===== src/rtl/mul_repeated_add.sv =====
// Unsigned multiplier by repeated addition: A and B arrive serially on data_in,
// then P accumulates A once per cycle while B counts down to zero.
module mul_repeated_add #(
  parameter int WIDTH = 16
) (
  input  logic             clk,
  input  logic             rst_n,
  input  logic             start,
  input  logic [WIDTH-1:0] data_in,
  output logic [WIDTH-1:0] product,
  output logic             done,
  output logic             busy,
  output logic [2:0]       dbg_state
);

  // Handshake: start is a level request seen only in IDLE; the result on
  // product is valid while done=1, and DONE is held until start drops, so
  // a new operation needs start to go low and then high again.
  typedef enum logic [2:0] {
    S_IDLE   = 3'd0,
    S_LOAD_A = 3'd1,
    S_LOAD_B = 3'd2,
    S_ADD    = 3'd3,
    S_DONE   = 3'd4
  } state_t;

  state_t           state_q, state_d;
  logic [WIDTH-1:0] a_q, a_d;
  logic [WIDTH-1:0] b_q, b_d;
  logic [WIDTH-1:0] p_q, p_d;
  logic             eqz;

  assign eqz = (b_q == '0);

  always_ff @(posedge clk or negedge rst_n) begin
    if (!rst_n) begin
      state_q <= S_IDLE;
      a_q     <= '0;
      b_q     <= '0;
      p_q     <= '0;
    end else begin
      state_q <= state_d;
      a_q     <= a_d;
      b_q     <= b_d;
      p_q     <= p_d;
    end
  end

  always_comb begin
    state_d = state_q;
    a_d     = a_q;
    b_d     = b_q;
    p_d     = p_q;
    case (state_q)
      S_IDLE: begin
        if (start) state_d = S_LOAD_A;
      end
      S_LOAD_A: begin
        a_d     = data_in;
        state_d = S_LOAD_B;
      end
      S_LOAD_B: begin
        b_d     = data_in;
        p_d     = '0;
        state_d = S_ADD;
      end
      S_ADD: begin
        // B is checked before each add, so B=0 exits without touching P
        if (eqz) begin
          state_d = S_DONE;
        end else begin
          p_d = p_q + a_q;
          b_d = b_q - {{(WIDTH-1){1'b0}}, 1'b1};
        end
      end
      S_DONE: begin
        if (!start) state_d = S_IDLE;
      end
      default: state_d = S_IDLE;
    endcase
  end

  assign product   = p_q;
  assign done      = (state_q == S_DONE);
  assign busy      = (state_q == S_LOAD_A) || (state_q == S_LOAD_B) || (state_q == S_ADD);
  assign dbg_state = state_q;

endmodule


===== config.mk =====
export PLATFORM = sky130hd
export DESIGN_NAME = mul_repeated_add
export DESIGN_NICKNAME = d
export VERILOG_FILES = /design/src/rtl/mul_repeated_add.sv
export SDC_FILE = /design/constraint.sdc
export NUM_CORES = 1
export LEC_CHECK = 0
export CORE_MARGIN = 3
export CORE_UTILIZATION = 40
export CTS_CLUSTER_SIZE = 24
export DETAILED_ROUTE_END_ITERATION = 10
export SETUP_SLACK_MARGIN = 0.15
export SYNTH_ARGS = -nofsm -noshare
export SYNTH_HDL_FRONTEND = slang
export SYNTH_SLANG_ARGS = --single-unit

===== constraint.sdc =====
create_clock -name clk -period 4.2 [get_ports clk]
set_clock_uncertainty 0.1 [all_clocks]
set_input_delay 1.05 -clock clk [delete_from_list [all_inputs] [get_ports clk]]
set_output_delay 1.05 -clock clk [all_outputs]
set_load 0.01 [all_outputs]

==> out/results.tsv <==
metric	value	unit
top post-synthesis cells by area	dfrtp_1 41%, ha_1 6.9%, o21ai_0 6.1%, mux2_2 5.8%, a21oi_1 3.7%	
hold endpoint	a_q[8]	
Final Max Slew Viols	0	
# port buffers	39	
share of layout cells above drive strength 1	0.111	
Post-Synth Simple-Gate Area	0.162	
antenna cells	0	
Total GRT Usage	0.183	
Tightest Pin Transition	0.971	ns
commonest non-fill, non-tap cell in the layout	dfrtp_1	
crit-path cells	nor2_1, and2_1, clkdlybuf4s50_1	
Max clock buf depth	2	
IR drop worst, VDD	277	uV
Site Rows	31	
Synth Warn #	0	
cell taking the most area after synthesis	dfrtp_1	
fin nets	396	
Critical Path Source Type	register	
final antenna-violating net count	0	
Post-route DRC	0	
fmax	360	MHz
Setup crit end kind	primary output	
cts bufs inserted	5	
Adder-Cell Fraction of Synth Area	0.0750	
GRT overflow	0	
largest net degree at the start of global routing	33	
cells after synthesis	327	
dpl hpwl	5480	um
CP required	3.05	ns
Initial Utilization	0.419	
Slew HR	0.352	
vias in the first global route	2442	
# setup viols final	0	
RSZ-0062 raised after global routing	no	
mux cell area share after synthesis	0.0580	
CP max FO	7	
post-route setup TNS	0	ns
antenna violations before repair	0	
Yosys cell types	58	
DRT Pass-1 Iters	4	
syn_nets	364	
end of the worst register-to-register path	b_q[0]	
area grow syn2layout	18.1	%
predominant post-synthesis flop cell	dfrtp_1	
status	finished, final reports clean	
Reg clk slew, reported paths	0.10	ns
Worst Reg2Reg Path Length in Cells	9	
Hold Crit Start	a_q[8]	
syn avg cell area	9.49	um2
Leak	1.47	nW
Core Util, Final	0.495	
Crit Reg-Reg Startpoint	b_q[0]	
vias	2564	
Synth top area share	0.411	
die height	94.1	um
clock sinks	51	
post-DR vias/cell	5.59	
Power Density	820	nW/um2
DRT Wirelength	7540	um
DR WL/cell	16.4	um
Post-synth EDFFs	0	
Synth Area in Compound Gates	0.228	
post_cts resized	0	
GP Congestion	0.844	
post-synthesis async set-or-reset flop share	1.00	
CP max-delay cell	clkdlybuf4s50_1	
setup slack, reg-to-reg	1.65	ns
IO Pins	40	
Tmin final	2.78	ns
sequential share of the synthesized area	0.411	
synthesized area	3100	um2
Die Width	94.1	um
hold path cells	1	
Post-Synth XOR/XNOR Area	0.0282	
first-pass GRT wire length	12700	um
Hold Path Class	reg2reg	
H-tree depth	2	
final hold vios	0	
Skew-Pair Late Insertion Delay	0.31	ns
Yosys reg bits	51	
# Max-Cap Violations	0	
core box area	7410	um2
most frequent cells in the layout	51 x dfrtp_1, 38 x o21ai_0, 38 x clkdlybuf4s50_1	
CTS root buffer	clkbuf_8	
Critical Path Max Stage Delay	0.54	ns
critical path type	reg2out	
CTS Hold Bufs	0	
DRT iter0 DRCs	232	
largest family of logic cells by synthesized area	compound AO/OA/AOI/OAI gates	
Worst EP arrival	1.63	ns
fin crit share	0.662	
Post-CTS Setup Inserts	0	
die area	8850	um2
CTS tree	done	
## cells by family after synthesis
family | after synthesis
compound gates | 109
xor+xnor | 10
fa+ha+maj | 18
buf+inv | 25
flops | 51
mux | 16
simple gates | 98
## where the power goes
part | switching [mW] | internal (mW)
Clock | 0.171 | 0.150
Sequential | 0.207 | 0.724
Combinational | 0.971 | 0.784
## critical path: cells and delay by family (launching register included)
family | cells | cell delay (ns)
buffers and inverters | 1 | 0.54
DFF | 1 | 0.47
and+or+nand+nor | 2 | 0.32
## registers in the layout (all words and copies together), names as in the netlist
register	cells
b_q	16
a_q	16
dbg_state	3
product	16
## final cells by class
class | instances | area [um2]
sequential | 51 | 1280
inverter | 8 | 30.0
timing repair buffer | 42 | 408
multi-input combinational | 251 | 1720
fill | 682 | 3740
clock inverter | 1 | 7.51
tap | 99 | 124
clock buffer | 7 | 96.3
## worst max path at each step
stage | start | cells after the start | to | slack [ns]
global placement | product[0] | 9 | product[12] | 1.68
floorplan | product[8] | 8 | product[15] | 1.88
CTS | dbg_state[1] | 3 | done | 1.41
detailed placement | product[0] | 9 | product[12] | 1.68
finish | dbg_state[1] | 3 | done | 1.42
global route | dbg_state[1] | 3 | done | 1.33
## layer usage
layer / wire, um / track usage / up-vias
li1: - / - / 1259
met1: 3660 / 0.276 / 1226
met4: 125 / 0.0614 / 0
met5: 0 / 0 / -
met3: 415 / 0.0264 / 9
met2: 3340 / 0.264 / 70
## synth_stat cells (3+ instances only)
master     number
xor2_1          5
nand3_1         9
o21ai_0        38
dfrtp_1        51
mux2_2         16
nand2b_1        4
a31oi_1         4
nor2_1         22
ha_1           17
buf_2           5
o31ai_1         3
xnor2_1         5
nand4_1         3
and2_1          3
nor3_1          8
a21oi_1        23
o2bb2ai_1       3
o21a_1          4
clkbuf_1       10
a22oi_1         5
nand2_1        28
o21ai_1         3
nand3b_1        3
inv_1           8
nor2b_1         6
## metrics by stage
step / setup slack, ns / power, mW / instance area [um2] / hold WS, ns / std cells
floorplan: 1.88 / 2.22 / 3100 / 0.385 / 327
global placement: 1.68 / 2.66 / 3560 / 0.400 / 451
global route: 1.33 / 3.29 / 3670 / 0.452 / 459
CTS: 1.41 / 3.02 / 3670 / 0.427 / 459
detailed placement: 1.68 / 2.69 / 3560 / 0.405 / 451
finish: 1.42 / 3.01 / 3670 / 0.425 / 459
No activity file was read; power rests on OpenSTA's default activity.
